<file path="src/rtl/mapper_mem_pkg.sv">
// Shared types and constants for the mapper memory request block.
package mapper_mem_pkg;

   typedef enum logic {
      ST_IDLE = 1'b0,
      ST_BUSY = 1'b1
   } mem_state_e;

   typedef enum logic {
      CH_PRG = 1'b0,
      CH_CHR = 1'b1
   } mem_chan_e;

   // Value returned for reads that never reach memory.
   localparam logic [7:0] OPEN_BUS = 8'hFF;

   // After this many CHR grants taken over a waiting PRG, PRG gets the next turn.
   localparam int STREAK_MAX = 2;

endpackage

</file>
<file path="src/rtl/mapper_mem_req_if.sv">
// Memory-side request/acknowledge bus between the request block and memory.
interface mapper_mem_req_if #(
   parameter int ADDR_W = 22
);
   logic              mem_req;
   logic [ADDR_W-1:0] mem_addr;
   logic              mem_we;
   logic [7:0]        mem_wdata;
   logic              mem_ack;
   logic [7:0]        mem_rdata;

   modport master (output mem_req, mem_addr, mem_we, mem_wdata,
                   input  mem_ack, mem_rdata);
   modport slave  (input  mem_req, mem_addr, mem_we, mem_wdata,
                   output mem_ack, mem_rdata);
endinterface

</file>
<file path="src/rtl/mem_chan_slot.sv">
// One-deep pending slot for a single access channel (PRG or CHR).
// An incoming strobe is forwarded combinationally so an idle arbiter can
// issue it in the same cycle it arrives.
module mem_chan_slot #(
   parameter int ADDR_W = 22
) (
   input  logic              clk,
   input  logic              reset,
   input  logic              rd_i,
   input  logic              wr_i,
   input  logic              allow_i,
   input  logic [ADDR_W-1:0] addr_i,
   input  logic [7:0]        din_i,
   input  logic              issue_i,
   input  logic              ack_i,
   input  logic              tmo_i,
   output logic              avail_o,
   output logic [ADDR_W-1:0] addr_o,
   output logic              we_o,
   output logic [7:0]        wdata_o,
   output logic              ovr_o
);

   logic              pend_q, pend_d;
   logic              fly_q, fly_d;
   logic [ADDR_W-1:0] addr_q, addr_d;
   logic              we_q, we_d;
   logic [7:0]        wdata_q, wdata_d;
   logic              strobe, accept;

   // Accept/replace/drop decision and next-state for the slot.
   always_comb begin
      strobe  = (rd_i | wr_i) & allow_i;
      // The ack cycle frees the slot, so a strobe there becomes the next entry.
      accept  = strobe & (~fly_q | ack_i);
      ovr_o   = strobe & fly_q & ~ack_i;
      avail_o = pend_q | accept;
      addr_o  = accept ? addr_i : addr_q;
      we_o    = accept ? wr_i   : we_q;
      wdata_o = accept ? din_i  : wdata_q;

      pend_d  = pend_q;
      fly_d   = fly_q;
      addr_d  = addr_q;
      we_d    = we_q;
      wdata_d = wdata_q;
      if (accept) begin
         pend_d  = 1'b1;
         addr_d  = addr_i;
         we_d    = wr_i;
         wdata_d = din_i;
      end
      if (ack_i | tmo_i) fly_d = 1'b0;
      if (issue_i) begin
         pend_d = 1'b0;
         fly_d  = 1'b1;
      end
   end

   // Slot registers.
   always_ff @(posedge clk) begin
      if (reset) begin
         pend_q  <= 1'b0;
         fly_q   <= 1'b0;
         addr_q  <= '0;
         we_q    <= 1'b0;
         wdata_q <= '0;
      end else begin
         pend_q  <= pend_d;
         fly_q   <= fly_d;
         addr_q  <= addr_d;
         we_q    <= we_d;
         wdata_q <= wdata_d;
      end
   end

endmodule

</file>
<file path="src/rtl/mapper_mem_req.sv">
// Arbitrates PRG and CHR mapper accesses onto a single memory request bus
// with timeout, open-bus reads and sticky error flags.
module mapper_mem_req
   import mapper_mem_pkg::*;
#(
   parameter int ADDR_W  = 22,
   parameter int TIMEOUT = 15
) (
   input  logic              clk,
   input  logic              reset,
   input  logic [ADDR_W-1:0] prg_aout,
   input  logic              prg_allow,
   input  logic              prg_read,
   input  logic              prg_write,
   input  logic [7:0]        prg_din,
   output logic [7:0]        prg_dout,
   input  logic [ADDR_W-1:0] chr_aout,
   input  logic              chr_allow,
   input  logic              chr_read,
   input  logic              chr_write,
   input  logic [7:0]        chr_din,
   output logic [7:0]        chr_dout,
   output logic [1:0]        err_flags,
   mapper_mem_req_if.master  mem
);

   localparam int CNT_W = $clog2(TIMEOUT + 1);

   mem_state_e        state_q;
   mem_chan_e         cur_q;
   logic [CNT_W-1:0]  cnt_q, cnt_nx;
   logic [1:0]        streak_q;
   logic              mem_req_q, we_q;
   logic [ADDR_W-1:0] addr_q;
   logic [7:0]        wdata_q, pdout_q, cdout_q;
   logic [1:0]        err_q;

   logic              prg_avail, chr_avail, prg_we, chr_we, prg_ovr, chr_ovr;
   logic [ADDR_W-1:0] prg_addr, chr_addr;
   logic [7:0]        prg_wd, chr_wd;
   logic              pick_prg, issue, issue_prg, issue_chr;
   logic              ack, tmo, prg_ack, chr_ack, prg_tmo, chr_tmo, prg_open;

   mem_chan_slot #(.ADDR_W(ADDR_W)) u_prg (
      .clk(clk), .reset(reset),
      .rd_i(prg_read), .wr_i(prg_write), .allow_i(prg_allow),
      .addr_i(prg_aout), .din_i(prg_din),
      .issue_i(issue_prg), .ack_i(prg_ack), .tmo_i(prg_tmo),
      .avail_o(prg_avail), .addr_o(prg_addr), .we_o(prg_we),
      .wdata_o(prg_wd), .ovr_o(prg_ovr)
   );

   mem_chan_slot #(.ADDR_W(ADDR_W)) u_chr (
      .clk(clk), .reset(reset),
      .rd_i(chr_read), .wr_i(chr_write), .allow_i(chr_allow),
      .addr_i(chr_aout), .din_i(chr_din),
      .issue_i(issue_chr), .ack_i(chr_ack), .tmo_i(chr_tmo),
      .avail_o(chr_avail), .addr_o(chr_addr), .we_o(chr_we),
      .wdata_o(chr_wd), .ovr_o(chr_ovr)
   );

   // Arbitration and completion decode for the current cycle.
   always_comb begin
      pick_prg  = prg_avail & (~chr_avail | (streak_q == 2'(STREAK_MAX)));
      issue     = (state_q == ST_IDLE) & (prg_avail | chr_avail);
      issue_prg = issue & pick_prg;
      issue_chr = issue & ~pick_prg;
      ack       = (state_q == ST_BUSY) & mem.mem_ack;
      cnt_nx    = (cnt_q == CNT_W'(TIMEOUT)) ? cnt_q : cnt_q + 1'b1;
      tmo       = (state_q == ST_BUSY) & ~mem.mem_ack & (cnt_nx == CNT_W'(TIMEOUT));
      prg_ack   = ack & (cur_q == CH_PRG);
      chr_ack   = ack & (cur_q == CH_CHR);
      prg_tmo   = tmo & (cur_q == CH_PRG);
      chr_tmo   = tmo & (cur_q == CH_CHR);
      prg_open  = prg_read & ~prg_write & ~prg_allow;
   end

   // Request FSM with registered bus, read-data and error outputs.
   always_ff @(posedge clk) begin
      if (reset) begin
         state_q   <= ST_IDLE;
         cur_q     <= CH_PRG;
         cnt_q     <= '0;
         streak_q  <= '0;
         mem_req_q <= 1'b0;
         addr_q    <= '0;
         we_q      <= 1'b0;
         wdata_q   <= '0;
         pdout_q   <= OPEN_BUS;
         cdout_q   <= OPEN_BUS;
         err_q     <= '0;
      end else begin
         err_q[0] <= err_q[0] | prg_ovr | chr_ovr;
         case (state_q)
            ST_IDLE: begin
               if (issue) begin
                  state_q   <= ST_BUSY;
                  mem_req_q <= 1'b1;
                  cnt_q     <= '0;
                  cur_q     <= pick_prg ? CH_PRG : CH_CHR;
                  addr_q    <= pick_prg ? prg_addr : chr_addr;
                  we_q      <= pick_prg ? prg_we   : chr_we;
                  wdata_q   <= pick_prg ? prg_wd   : chr_wd;
                  streak_q  <= (~pick_prg & prg_avail) ? streak_q + 2'd1 : 2'd0;
               end
            end
            ST_BUSY: begin
               if (mem.mem_ack) begin
                  state_q   <= ST_IDLE;
                  mem_req_q <= 1'b0;
                  if (!we_q) begin
                     if (cur_q == CH_PRG) pdout_q <= mem.mem_rdata;
                     else                 cdout_q <= mem.mem_rdata;
                  end
               end else if (tmo) begin
                  state_q   <= ST_IDLE;
                  mem_req_q <= 1'b0;
                  err_q[1]  <= 1'b1;
                  if (!we_q) begin
                     if (cur_q == CH_PRG) pdout_q <= OPEN_BUS;
                     else                 cdout_q <= OPEN_BUS;
                  end
               end else begin
                  cnt_q <= cnt_nx;
               end
            end
            default: state_q <= ST_IDLE;
         endcase
         // A refused PRG read is the newest access, so it overrides any ack data.
         if (prg_open) pdout_q <= OPEN_BUS;
      end
   end

   assign mem.mem_req   = mem_req_q;
   assign mem.mem_addr  = addr_q;
   assign mem.mem_we    = we_q;
   assign mem.mem_wdata = wdata_q;
   assign prg_dout      = pdout_q;
   assign chr_dout      = cdout_q;
   assign err_flags     = err_q;

endmodule

</file>
<file path="src/flat_wrapper.sv">
// flat-port wrapper written by rule: the top's interface ports become plain ports
module mapper_mem_req_flat import mapper_mem_pkg::*;
#(
   parameter int ADDR_W  = 22,
   parameter int TIMEOUT = 15
)
  (clk, reset, prg_aout, prg_allow, prg_read, prg_write, prg_din, prg_dout, chr_aout, chr_allow, chr_read, chr_write, chr_din, chr_dout, err_flags, mem_mem_req, mem_mem_addr, mem_mem_we, mem_mem_wdata, mem_mem_ack, mem_mem_rdata);
  mapper_mem_req_if #(.ADDR_W(ADDR_W)) mem_i ();
  input  logic clk;
  input  logic reset;
  input  logic [ADDR_W-1:0] prg_aout;
  input  logic prg_allow;
  input  logic prg_read;
  input  logic prg_write;
  input  logic [7:0] prg_din;
  output logic [7:0] prg_dout;
  input  logic [ADDR_W-1:0] chr_aout;
  input  logic chr_allow;
  input  logic chr_read;
  input  logic chr_write;
  input  logic [7:0] chr_din;
  output logic [7:0] chr_dout;
  output logic [1:0] err_flags;
  output wire logic [$bits(mem_i.mem_req)-1:0] mem_mem_req;
  output wire logic [$bits(mem_i.mem_addr)-1:0] mem_mem_addr;
  output wire logic [$bits(mem_i.mem_we)-1:0] mem_mem_we;
  output wire logic [$bits(mem_i.mem_wdata)-1:0] mem_mem_wdata;
  input wire logic [$bits(mem_i.mem_ack)-1:0] mem_mem_ack;
  input wire logic [$bits(mem_i.mem_rdata)-1:0] mem_mem_rdata;
  assign mem_mem_req = mem_i.mem_req;
  assign mem_mem_addr = mem_i.mem_addr;
  assign mem_mem_we = mem_i.mem_we;
  assign mem_mem_wdata = mem_i.mem_wdata;
  assign mem_i.mem_ack = mem_mem_ack;
  assign mem_i.mem_rdata = mem_mem_rdata;
  mapper_mem_req #(.ADDR_W(ADDR_W), .TIMEOUT(TIMEOUT)) u_core (.clk(clk), .reset(reset), .prg_aout(prg_aout), .prg_allow(prg_allow), .prg_read(prg_read), .prg_write(prg_write), .prg_din(prg_din), .prg_dout(prg_dout), .chr_aout(chr_aout), .chr_allow(chr_allow), .chr_read(chr_read), .chr_write(chr_write), .chr_din(chr_din), .chr_dout(chr_dout), .err_flags(err_flags), .mem(mem_i));
endmodule
</file>
<file path="config.mk">
export PLATFORM = sky130hd
export DESIGN_NAME = mapper_mem_req_flat
export DESIGN_NICKNAME = d
export VERILOG_FILES = /design/src/rtl/mapper_mem_pkg.sv /design/src/rtl/mapper_mem_req_if.sv /design/src/rtl/mem_chan_slot.sv /design/src/rtl/mapper_mem_req.sv /design/src/flat_wrapper.sv
export SDC_FILE = /design/constraint.sdc
export NUM_CORES = 1
export LEC_CHECK = 0
export BUFFER_PORTS_ARGS = -buffer_cell sky130_fd_sc_hd__buf_2
export CORE_MARGIN = 4
export CORE_UTILIZATION = 35
export CTS_BUF_LIST = sky130_fd_sc_hd__clkbuf_4 sky130_fd_sc_hd__clkbuf_8
export CTS_CLUSTER_DIAMETER = 60
export DETAILED_ROUTE_END_ITERATION = 12
export PLACE_DENSITY_LB_ADDON = 0.25
export SYNTH_ARGS = -nofsm -noshare
export SYNTH_HDL_FRONTEND = slang
export SYNTH_SLANG_ARGS = --single-unit
</file>
<file path="constraint.sdc">
create_clock -name clk -period 5.4 [get_ports clk]
set_input_delay 0.54 -clock clk [delete_from_list [all_inputs] [get_ports clk]]
set_output_delay 0.54 -clock clk [all_outputs]
set_load 0.05 [all_outputs]
</file>
# == Yosys cells after proc, flatten, opt, wreduce, memory -nomap -nowiden ==
# Cells that the tools add are included.
# classes
n_mux,40
bitwise_logic,46
reduce_logical,12
n_addsub,2
n_eq_ne,7
# op_table
cell,count
$mux W8,15
$mux W22,3
$and A1 B1 Y1,22
$mux W4,4
$mux W1,14
$not A1 Y1,12
$or A1 B1 Y1,12
$eq A4 B4 Y1 const B,2
$pmux W4 S2,1
$reduce_and A4 Y1,2
$reduce_and A3 Y1,2
$reduce_bool A2 Y1,3
$reduce_or A2 Y1,3
$add A4 B1 Y4 const B,1
$ne A2 B2 Y1 const B,2
$pmux W1 S2,2
$reduce_and A2 Y1,2
$ne A3 B3 Y1 const B,1
$add A2 B1 Y2 const B,1
$eq A2 B2 Y1 const B,1
$mux W2,1
$ne A2 B1 Y1 const B,1
# totals
output_inout_bits,50
elab_cells,129
register_bits,124

# == Logic depth before layout (Yosys ltp) ==
# Gate-level depths: netlist of the first run.
# depth
ltp_word,11
ltp_mapped,7

# == Cells and area by module ==
# Synthesis of the first run repeated with hierarchy kept, for this count alone.
# hier_totals
cells_unflattened,631
area_unflattened_um2,6452.4
# modules_own_cells
mod,area_per_inst_um2,instances,cells_per_inst,seq_area_each_um2
mem_chan_slot,1978.1,2,181,660.6
mapper_mem_req,2496.1,1,269,1161.1

# == Worst setup path before layout of the first run ==
# Ideal clock, no wire load.
# synth_timing
path_kind,input to register
startpoint,in mem_mem_ack
endpoint,reg u_core.addr_q[17] (netlist: u_core.mem.mem_addr[17])
arrival_time_ps,1907
slack_ps,3371
cell_stages,7
path_buffers,2
cell_sequence,buf_2 -> nand3_2 -> a21oi_1 -> buf_2 -> mux2i_1 -> nor3_1 -> a221o_1
# synth_between
elab_chain_len,9
elab_cells_between_ends,18
# synth_rtl
item,line_no,source
from (decl),flat_wrapper.sv:28,input wire logic [$bits(mem_i.mem_ack)-1:0] mem_mem_ack;
$and A1 B1 Y1 *,mapper_mem_req.sv:68,ack = (state_q == ST_BUSY) & mem.mem_ack;
$and A1 B1 Y1,mapper_mem_req.sv:72,chr_ack = ack & (cur_q == CH_CHR);
$or A1 B1 Y1,mem_chan_slot.sv:35,accept = strobe & (~fly_q | ack_i);
$and A1 B1 Y1,mem_chan_slot.sv:35,
$or A1 B1 Y1,mem_chan_slot.sv:37,avail_o = pend_q | accept;
$not A1 Y1,mapper_mem_req.sv:64,pick_prg = prg_avail & (~chr_avail | (streak_q == 2'(STREAK_MAX)));
$or A1 B1 Y1,mapper_mem_req.sv:64,
$and A1 B1 Y1,mapper_mem_req.sv:64,
$mux W22,mapper_mem_req.sv:101,addr_q <= pick_prg ? prg_addr : chr_addr;
to (signal assigned),mapper_mem_req.sv:101,
to (decl),mapper_mem_req.sv:34,logic [ADDR_W-1:0] addr_q;
# Mark *: on every way between the ends. The rest lies on a longest branch, timed or not.
# A chain may end at the register's enable or synchronous reset.

# == Worst setup path after layout of the first run ==
# layout_timing
startpoint,reg u_core.state_q
endpoint,reg u_core.addr_q[17] (netlist: u_core.mem.mem_addr[17])
# layout_between
elab_chain_len,9
elab_cells_between_ends,19
# layout_rtl
item,line_no,source
from (decl),mapper_mem_req.sv:29,mem_state_e state_q;
from (signal assigned),mapper_mem_req.sv:81,state_q <= ST_IDLE;
from (signal assigned),mapper_mem_req.sv:97,state_q <= ST_BUSY;
from (signal assigned),mapper_mem_req.sv:109,state_q <= ST_IDLE;
$and A1 B1 Y1,mapper_mem_req.sv:68,
$and A1 B1 Y1,mapper_mem_req.sv:72,
$or A1 B1 Y1,mem_chan_slot.sv:35,
$and A1 B1 Y1,mem_chan_slot.sv:35,
$or A1 B1 Y1,mem_chan_slot.sv:37,
$not A1 Y1,mapper_mem_req.sv:64,
$or A1 B1 Y1,mapper_mem_req.sv:64,
$and A1 B1 Y1,mapper_mem_req.sv:64,
$mux W22,mapper_mem_req.sv:101,
# Several ways; a longest one is shown, not always the timed one.

==> results of run 1 <==
==> worst max path at each step <==
| stage | from | endpoint | slack, ns | cells past startpoint |
|---|---|---|---|---|
| floorplan | mem_mem_ack | u_core.mem.mem_addr[17]$_SDFFE_PP0P_ | 3.37 | 7 |
| global placement | chr_write | u_core.mem.mem_addr[7]$_SDFFE_PP0P_ | 2.61 | 6 |
| detailed placement | chr_write | u_core.mem.mem_wdata[4]$_SDFFE_PP0P_ | 2.50 | 6 |
| CTS | u_core.state_q$_SDFF_PP0_ | u_core.mem.mem_addr[11]$_SDFFE_PP0P_ | 2.89 | 5 |
| global route | u_core.state_q$_SDFF_PP0_ | u_core.mem.mem_wdata[4]$_SDFFE_PP0P_ | 2.74 | 5 |
| finish | u_core.state_q$_SDFF_PP0_ | u_core.mem.mem_addr[17]$_SDFFE_PP0P_ | 2.86 | 5 |
==> synth_stat cells <==
cell / count
nand4b_1: 1
a2bb2oi_1: 1
a211o_4: 1
buf_2: 10
nand2b_1: 11
o31a_1: 1
nand3b_1: 2
nor3_1: 34
nand3_2: 1
a211oi_1: 4
a21o_1: 2
nor4_1: 1
o22a_1: 1
nand3_1: 2
nand2_1: 76
clkbuf_1: 20
ha_1: 2
a221o_1: 31
dfxtp_1: 124
o211ai_2: 1
a311oi_1: 1
and4_1: 1
inv_1: 7
o2111a_1: 2
mux2_2: 1
o21a_1: 3
nor3b_1: 2
and3b_1: 1
buf_6: 3
a21oi_1: 39
o21ai_0: 7
and3_1: 1
a22o_1: 1
nor2b_1: 1
or4_1: 2
o22ai_1: 16
mux2i_1: 31
o2111ai_1: 1
nor2_1: 45
nor4bb_1: 2
==> worst min-delay path, delay by kind of cell <==
family,cells,cell delay [ns]
AO/OA/AOI/OAI,1,0.07
AND/OR/NAND/NOR,1,0.06
buffers and inverters,1,0.09
==> metal layers <==
| metal | up-vias | share of wire (%) |
|---|---|---|
| met1 | 1916 | 44 |
| met5 | - | 0 |
| met4 | 0 | 1.4 |
| met2 | 111 | 49 |
| met3 | 13 | 6.1 |
| li1 | 1993 | - |
==> power by group <==
part / total (mW) / leakage, nW / switching (mW) / internal (mW)
Clock: 1.06 / 0.258 / 0.369 / 0.691
Combinational: 0.466 / 1.18 / 0.327 / 0.139
Sequential: 1.04 / 1.01 / 0.0462 / 0.993
Total: 2.57 / 2.45 / 0.742 / 1.82
==> kinds of logic (layout without fill, tap and decap cells) <==
logic type	Yosys count	count (layout)	synth area share [%]
AOI/OAI and AO/OA	112	112	17.5
muxes	32	32	6.91
other	0	1	0
DFF	124	124	53.4
and+or+nand+nor	183	183	17.7
buffers and inverters	40	168	3.98
adders and majority gates	2	2	0.538
==> sequential cells by signal (all words and copies together), names as in the netlist, 2 cells and up <==
signal                flops
u_core.mem.mem_addr      22
u_core.u_chr.addr_q      22
u_core.u_prg.addr_q      22
u_core.chr_dout           8
u_core.mem.mem_wdata      8
u_core.prg_dout           8
u_core.u_chr.wdata_q      8
u_core.u_prg.wdata_q      8
u_core.cnt_q              4
u_core.err_flags          2
u_core.streak_q           2
==> area by class of cell <==
class                           instances  area, sq um
Fill cell                            1281         6910
Sequential cell                       124         2480
Multi-Input combinational cell        329         2010
Timing Repair Buffer                  129          656
Clock buffer                           21          289
Clock inverter                         11          235
Tap cell                              172          215
Inverter                                7         26.3
Antenna cell                            1         2.50
==> placed cells by master (no fill, tap or decap), types with 3 or more instances in the layout <==
cell type / instances
clkbuf_8: 21
o22ai_1: 16
mux2i_1: 31
a221o_1: 31
a21oi_1: 37
o21a_1: 3
a211oi_1: 4
nor2_1: 44
buf_4: 4
nand2b_1: 11
nor3_1: 34
buf_2: 125
dfxtp_1: 124
inv_1: 7
bufinv_16: 7
nand2_1: 76
o21ai_0: 7
==> flow_summary.ini, run 1 <==
[cts]
cts_buffer_depth = 2
clk_pin_slew_ns = 0.07
htree_levels = 4
numClockSinks = 124
clkLatencyLatePin_ns = 0.43
root_buffer = clkbuf_8
cts.repair.resized = 0
post-cts-setup-buffers = 0
cts-buffers-inserted = 17
cts_tree = built
ctsHoldBuffers = 0

[global_routing]
grt_pass1_vias = 3946
grt.total_usage_pct = 16.7
use_met2_pct = 26.6
grt_max_degree = 62
grt.busiest_layer = met2
antenna_found_initial = 0
grt_util_met1_pct = 20.9
grt_pass1_wl_um = 19500
grt_util_met3_pct = 5.58
grt_overflow = 0

[timing]
worst_clock_skew_ns = 0.00548
worst_slew_pin_slew_ns = 1.22
setup_tns_ns = 0
period_needed_ns = 2.54
final-max-slew-violation-count = 0
rsz0062_at_grt = false
clock.fmax_mhz = 393
fin_ws_ns = 2.86
fin_hold_ws_ns = 0.353
max-slew-margin-rel_pct = 18.4
setup-violations-final = 0
hold_viol = 0
finalCritPeriodShare_pct = 47.1

[logic_synthesis]
ys_types = 40
synthCells = 493
netlist.area_leader.share_pct = 53.4
avgSynthCellArea_sq_um = 9.43
synth_area_leaders = dfxtp_1 (53%), a221o_1 (6.7%), mux2i_1 (6.7%), nand2_1 (6.1%), a21oi_1 (4.2%)
ys_seq_elements = 124
yosys_warnings = 0
synth_nets = 572
netlist_area_sq_mm = 0.00465
ys_seq_area_share_pct = 53.4
yosys.area.top_type = dfxtp_1

[route]
first_iter_violations = 293
routedWlPerCell_um = 15.8
antenna_left = 0
vias_per_cell = 5.08
routed_wirelength_um = 12600
routed-via-count = 4033
dr.pass1.iters = 6
drt_drc_violations_left = 0

[setup_path]
cp_max_fo = 33
r2r_setup_slack_ns = 2.86
cpLargestDelayFamily = compound AO/OA/AOI/OAI gates
r2r_cells = 5
slowest_delay_ns = 0.61
required_ns = 5.72
crit_path_end_kind = register
slowest_stage = dfxtp_1
crit_chain = nand3_2 > a22o_1 > o211ai_2 > inv_1 > a221o_1
start_kind = register
worst-setup-path-type = reg2reg
r2r-end = u_core.mem.mem_addr[17]$_SDFFE_PP0P_
r2r_start = u_core.state_q$_SDFF_PP0_
path_buf_inv = 1
arrival_ns = 2.87

[floorplanning]
num_rows = 41
chipHeight_um = 123
die_area_sq_mm = 0.0152
core_area_sq_mm = 0.0128
start_util_pct = 36.3
die_x_um = 123
pin_count = 127

[cells_and_area]
fin_util_pct = 46.1
drive_gt1_share_pct = 27.1
nNetsFinal = 687
areaGrowthSynthToFinish_pct = 27.2
design_area_sq_mm = 0.00591
fin_cells = 794

[placement]
port_buffers = 126
place_inst = 761
place_congestion = 0.763
hpwl_um = 8380
dp_slack_ns = 2.50
place_area_sq_mm = 0.00539

[power]
p_per_area_mw_per_mm2 = 434
ir_worst_vdd_uv = 261
p_total_mw = 2.57
power_leakage_nw = 2.45

[worst_hold_path]
worstHoldEndpoint = u_core.chr_dout[0]$_SDFFE_PP1P_
min_from = mem_mem_rdata[0]
hold_path_depth = 3
hold_path_class = in2reg

[run]
max-cap-violations = 0

[outcome]
status = finished clean
Power figures use the tool's default switching activity.
==> inputs of run 2 (changes only) <==
--- a/config.mk
+++ b/config.mk
@@ -5,6 +5,7 @@
 export SDC_FILE = /design/constraint.sdc
 export NUM_CORES = 1
 export LEC_CHECK = 0
+export ABC_AREA = 1
 export BUFFER_PORTS_ARGS = -buffer_cell sky130_fd_sc_hd__buf_2
 export CORE_MARGIN = 4
 export CORE_UTILIZATION = 35
==> constraint.sdc (replaced) <==
create_clock -name clk -period 2.3 [get_ports clk]
set_input_delay 0.23 -clock clk [delete_from_list [all_inputs] [get_ports clk]]
set_output_delay 0.23 -clock clk [all_outputs]
set_load 0.05 [all_outputs]
==> run 2 against run 1 <==
Net effect: worst hold slack lost 0.29 ns; die area grew 4.4%; sequential power grew 140%; combinational power rose to 3.3 times the previous value.
==> flow_summary.ini, run 2 <==
[setup_path]
cp_max_fo = 31
cp-endpoint = u_core.mem.mem_wdata[1]$_SDFFE_PP0P_
r2r_cells = 11
start_kind = register
worstSetupStartpoint = u_core.state_q$_SDFF_PP0_
crit_path_end_kind = register
r2r_setup_slack_ns = 0.27
arrival_ns = 2.41
r2r_start = u_core.state_q$_SDFF_PP0_
r2r-end = u_core.mem.mem_wdata[1]$_SDFFE_PP0P_
worst-setup-path-type = reg2reg
required_ns = 2.68

[cells_and_area]
drive_gt1_share_pct = 24.2
areaGrowthSynthToFinish_pct = 26.1
fillers = 1394
nNetsFinal = 848
design_area_sq_mm = 0.00614
layout_commonest_cell = nand2_1
final_cell_mix = nand2_1 (184), nand3_1 (126), buf_2 (126)
num_antenna_cells = 0

[logic_synthesis]
synth_nets = 725
synthCells = 646
synth.most_common_cell = nand2_1
yosys.area.top_type = dfxtp_1
synth_edf_count = 0
ys_seq_elements = 124
synth_commonest_cells = nand2_1 (184), nand3_1 (126), dfxtp_1 (124), a21oi_1 (65), inv_1 (31)
avgSynthCellArea_sq_um = 7.54
netlist_area_sq_mm = 0.00487
netlist.area_leader.share_pct = 51.0
synth_area_leaders = dfxtp_1 (51%), nand2_1 (14%), nand3_1 (13%), a21oi_1 (6.7%), inv_1 (2.4%)
synthArstFlopShare_pct = 0
ys_types = 21
ys_seq_area_share_pct = 51.0
synth-main-ff-cell = dfxtp_1
yosys_warnings = 0

[cts]
root_buffer = clkbuf_8
clk_pin_slew_ns = 0.08
cts-buffers-inserted = 17
cts_buffer_depth = 2
cts_tree = built
numClockSinks = 124
htree_levels = 4
ctsHoldBuffers = 0
clkLatencyLatePin_ns = 0.43

[global_routing]
antenna_found_initial = 0
grt_overflow = 0
grt_max_degree = 44
grt_pass1_wl_um = 23000
grt_pass1_vias = 4694
grt.total_usage_pct = 17.9

[route]
routedWlPerCell_um = 14.8
drt_drc_violations_left = 0
dr.pass1.iters = 5
routed-via-count = 4758
antenna_left = 0
vias_per_cell = 4.97
routed_wirelength_um = 14200
first_iter_violations = 312

[run]
max-cap-violations = 0

[floorplanning]
num_rows = 42
die_x_um = 126
chipHeight_um = 126
pin_count = 127
core_area_sq_mm = 0.0135
start_util_pct = 36.2
die_area_sq_mm = 0.0159

[placement]
hpwl_um = 9690
place_congestion = 0.835
place_area_sq_mm = 0.00565
port_buffers = 126

[power]
power_leakage_nw = 2.78
p_per_area_mw_per_mm2 = 1010
ir_worst_vdd_uv = 427

[timing]
clock.fmax_mhz = 492
setup_tns_ns = 0
period_needed_ns = 2.03
final-max-slew-violation-count = 0
worst_slew_pin_slew_ns = 0.480
worst_clock_skew_ns = 0.00837
finalCritPeriodShare_pct = 88.4
rsz0062_at_grt = false
max-slew-margin-rel_pct = 67.9
hold_viol = 0
fin_hold_ws_ns = 0.0589
setup-violations-final = 0

[worst_hold_path]
min_from = chr_aout[4]
hold_path_depth = 3
hold_path_class = in2reg

[outcome]
status = finished clean
==> run 2: worst min path at each step <==
stage | end | slack [ns]
3_5_place_dp | u_core.prg_dout[5]$_SDFFE_PP1P_ | 0.44
6_report | u_core.u_chr.addr_q[4]$_SDFF_PP0_ | 0.06
2_1_floorplan | u_core.u_chr.addr_q[16]$_SDFF_PP0_ | 0.39
5_1_grt | u_core.u_chr.addr_q[8]$_SDFF_PP0_ | 0.04
3_3_place_gp | u_core.prg_dout[6]$_SDFFE_PP1P_ | 0.44
4_1_cts | u_core.u_chr.addr_q[4]$_SDFF_PP0_ | 0.04
==> run 2: cell type report <==
class                           instances  area, sq um  share of cell area [%]
Sequential cell                       124         2480                    40.4
Multi-Input combinational cell        448         2070                    33.7
Timing Repair Buffer                  144          791                    12.9
Clock buffer                           21          289                    4.71
Tap cell                              176          220                    3.59
Clock inverter                         11          164                    2.67
Inverter                               34          128                    2.08
==> run 2: cells by family after synthesis <==
logic type / synth area share [%]
buf+inv: 6.68
fa+ha+maj: 0.514
flops: 51.0
simple gates: 32.1
compound gates: 9.76
==> run 2: critical path, cell delays in order, from the launching register on <==
cell and delay (ns):
dfxtp_1 0.46, nand3_1 0.12, nand2_1 0.10, nand2_2 0.19, nand2_2 0.19, nand2_1 0.08
nand2_2 0.10, inv_2 0.05, nor2_4 0.10, buf_4 0.37, nand2_1 0.11, nand3_1 0.09
==> run 2: timing repair <==
| item | CTS | global route |
|---|---|---|
| endpoints found under the hold margin | 0 | 0 |
| gates resized for setup | 0 | 1 |
| setup endpoints to repair | 0 | 16 |
| buffers inserted | 0 | 4 |
==> run 2: power by group <==
part	switching, mW	internal, mW
clock network	0.856	1.29
registers	0.118	2.38
logic	1.12	0.407
total	2.10	4.08
==> run 2: metrics by stage <==
stage / worst slack (ns) / utilization (%) / total power, mW / std cells
2_1_floorplan: 0.617 / - / 3.65 / 646
6_report: 0.267 / 45.7 / 6.18 / 958
3_3_place_gp: 0.229 / 42.0 / 4.05 / 922
5_1_grt: 0.0432 / 45.7 / 6.49 / 958
3_5_place_dp: 0.151 / 42.0 / 4.07 / 922
4_1_cts: 0.140 / 45.4 / 6.22 / 954
==> run 2: layer usage <==
metal  wire length [um]  GRT usage (%)  up-vias  part of all wire (%)
li1                   -              -     2365                     -
met1               6350           22.6     2217                    45
met2               6790           29.4      160                    48
met3                873           5.12       16                   6.1
met4                208           6.06        0                   1.5
met5                  0              0        -                     0
==> inputs of run 3 (changes only) <==
--- a/config.mk
+++ b/config.mk
@@ -7,8 +7,8 @@
 export LEC_CHECK = 0
 export ABC_AREA = 1
 export BUFFER_PORTS_ARGS = -buffer_cell sky130_fd_sc_hd__buf_2
-export CORE_MARGIN = 4
-export CORE_UTILIZATION = 35
+export CORE_MARGIN = 2
+export CORE_UTILIZATION = 45
 export CTS_BUF_LIST = sky130_fd_sc_hd__clkbuf_4 sky130_fd_sc_hd__clkbuf_8
 export CTS_CLUSTER_DIAMETER = 60
 export DETAILED_ROUTE_END_ITERATION = 12
==> run 3 against run 2 <==
Net effect: die area is 26% lower; register-to-register slack worse by 0.03 ns; final cell count is 4.4% lower; largest power group unchanged.
==> flow_summary.ini, run 3 (same netlist as run 2, synthesis figures left out) <==
[cts]
htree_levels = 4
clkLatencyLatePin_ns = 0.43
cts_tree = built
numClockSinks = 124
clk_pin_slew_ns = 0.07
ctsHoldBuffers = 0
cts_buffer_depth = 2
cts-buffers-inserted = 17
root_buffer = clkbuf_8

[power]
p_per_area_mw_per_mm2 = 984
ir_worst_vdd_uv = 486
power_leakage_nw = 2.75

[timing]
setup-violations-final = 0
worst_clock_skew_ns = 0.0104
rsz0062_at_grt = false
finalCritPeriodShare_pct = 89.8
max-slew-margin-rel_pct = 46.1
clock.fmax_mhz = 484
hold_viol = 0
setup_tns_ns = 0
fin_ws_ns = 0.236
final-max-slew-violation-count = 0
period_needed_ns = 2.06
worst_slew_pin_slew_ns = 0.807

[outcome]
status = finished clean

[cells_and_area]
nNetsFinal = 847
num_antenna_cells = 0
layout_commonest_cell = nand2_1
areaGrowthSynthToFinish_pct = 23.7
drive_gt1_share_pct = 24.1
final_cell_mix = nand2_1 (184), buf_2 (126), nand3_1 (125)

[global_routing]
grt_max_degree = 63
grt_pass1_wl_um = 21300
antenna_found_initial = 0
grt.total_usage_pct = 23.2
grt_pass1_vias = 4633
grt_overflow = 0

[setup_path]
cp_max_fo = 32
r2r-end = u_core.cur_q$_SDFFE_PP0P_
r2r_cells = 9
arrival_ns = 2.37
crit_path_end_kind = register
r2r_setup_slack_ns = 0.24
worst-setup-path-type = reg2reg
r2r_start = u_core.state_q$_SDFF_PP0_
start_kind = register
required_ns = 2.60

[floorplanning]
die_area_sq_mm = 0.0117
chipHeight_um = 108
start_util_pct = 46.8
core_area_sq_mm = 0.0104
die_x_um = 108
pin_count = 127
num_rows = 37

[placement]
port_buffers = 126
place_congestion = 0.809
dp_slack_ns = 0.151
hpwl_um = 8810

[route]
first_iter_violations = 271
routed_wirelength_um = 13300
dr.pass1.iters = 5
drt_drc_violations_left = 0
vias_per_cell = 5.20
antenna_left = 0
routed-via-count = 4765
routedWlPerCell_um = 14.5

[worst_hold_path]
min_from = chr_din[2]
hold_path_class = in2reg
worstHoldEndpoint = u_core.u_chr.wdata_q[2]$_SDFF_PP0_
hold_path_depth = 3

[run]
max-cap-violations = 0
run 3: changes by cell type in the layout (fill, tap and decap cells not counted), sizes merged:
cell / previous run / this run
buf: 144 / 143
clkinvlp: 2 / 1
clkbuf: 21 / 24
clkinv: 7 / 6
bufinv: 4 / 2
run 3: through the flow:
stage	total power, mW	hold WS [ns]	std cells	utilization, %	cell area [sq um]
6_report	5.92	0.0720	916	57.8	6020
4_1_cts	5.94	0.0516	913	57.5	5990
3_3_place_gp	4.03	0.437	882	53.7	5590
2_1_floorplan	3.65	0.391	646	-	4870
5_1_grt	6.20	0.0610	916	57.8	6020
3_5_place_dp	4.05	0.442	882	53.7	5590
run 3: power by group:
part           total [mW]  switching [mW]  internal [mW]  leakage [nW]
combinational        1.52            1.12          0.407          1.52
clock                1.90           0.797           1.10         0.209
sequential           2.50           0.117           2.39          1.02
total                5.92            2.03           3.89          2.75
run 3: how the worst max path moves through the flow:
| stage | startpoint | slack, ns | depth (start not counted) | to |
|---|---|---|---|---|
| global route | u_core.cnt_q[0]$_SDFFE_PP0P_ | 0.06 | 10 | u_core.prg_dout[7]$_SDFFE_PP1P_ |
| floorplan | u_core.cnt_q[0]$_SDFFE_PP0P_ | 0.62 | 10 | u_core.prg_dout[0]$_SDFFE_PP1P_ |
| CTS | u_core.cnt_q[0]$_SDFFE_PP0P_ | 0.14 | 10 | u_core.prg_dout[7]$_SDFFE_PP1P_ |
| detailed placement | u_core.cnt_q[0]$_SDFFE_PP0P_ | 0.15 | 10 | u_core.prg_dout[7]$_SDFFE_PP1P_ |
| global placement | u_core.cnt_q[0]$_SDFFE_PP0P_ | 0.26 | 10 | u_core.prg_dout[2]$_SDFFE_PP1P_ |
| finish | u_core.state_q$_SDFF_PP0_ | 0.24 | 9 | u_core.cur_q$_SDFFE_PP0P_ |
run 3: per-layer routing:
layer | share of wire (%) | vias to the layer above | GRT usage, %
li1 | - | 2365 | -
met1 | 45 | 2223 | 27.6
met2 | 48 | 159 | 39.1
met3 | 6.2 | 18 | 6.69
met4 | 1.5 | 0 | 10.1
met5 | 0 | - | 0
run 3: timing repair:
item	4_1_cts	5_1_grt
buffers inserted	0	3
gates resized for setup	0	2
endpoints found under the setup margin	0	16
run 3: final cells by class:
type | instances | area, sq um
flip-flops and latches | 124 | 2480
repair buffers | 143 | 771
inverters | 34 | 128
clock buffers | 24 | 312
well taps | 136 | 170
clock inverters | 7 | 87.6
fillers | 984 | 4390
multi-input cells | 448 | 2070
run 3: worst max-delay path, cell delays in order (launching register included):
cell	delay, ns
dfxtp_1	0.45
nand2_2	0.15
o21ai_4	0.16
nand2_2	0.07
nand2_2	0.10
nand2_2	0.09
nor2_4	0.62
inv_1	0.13
nand2_1	0.12
a21oi_1	0.05
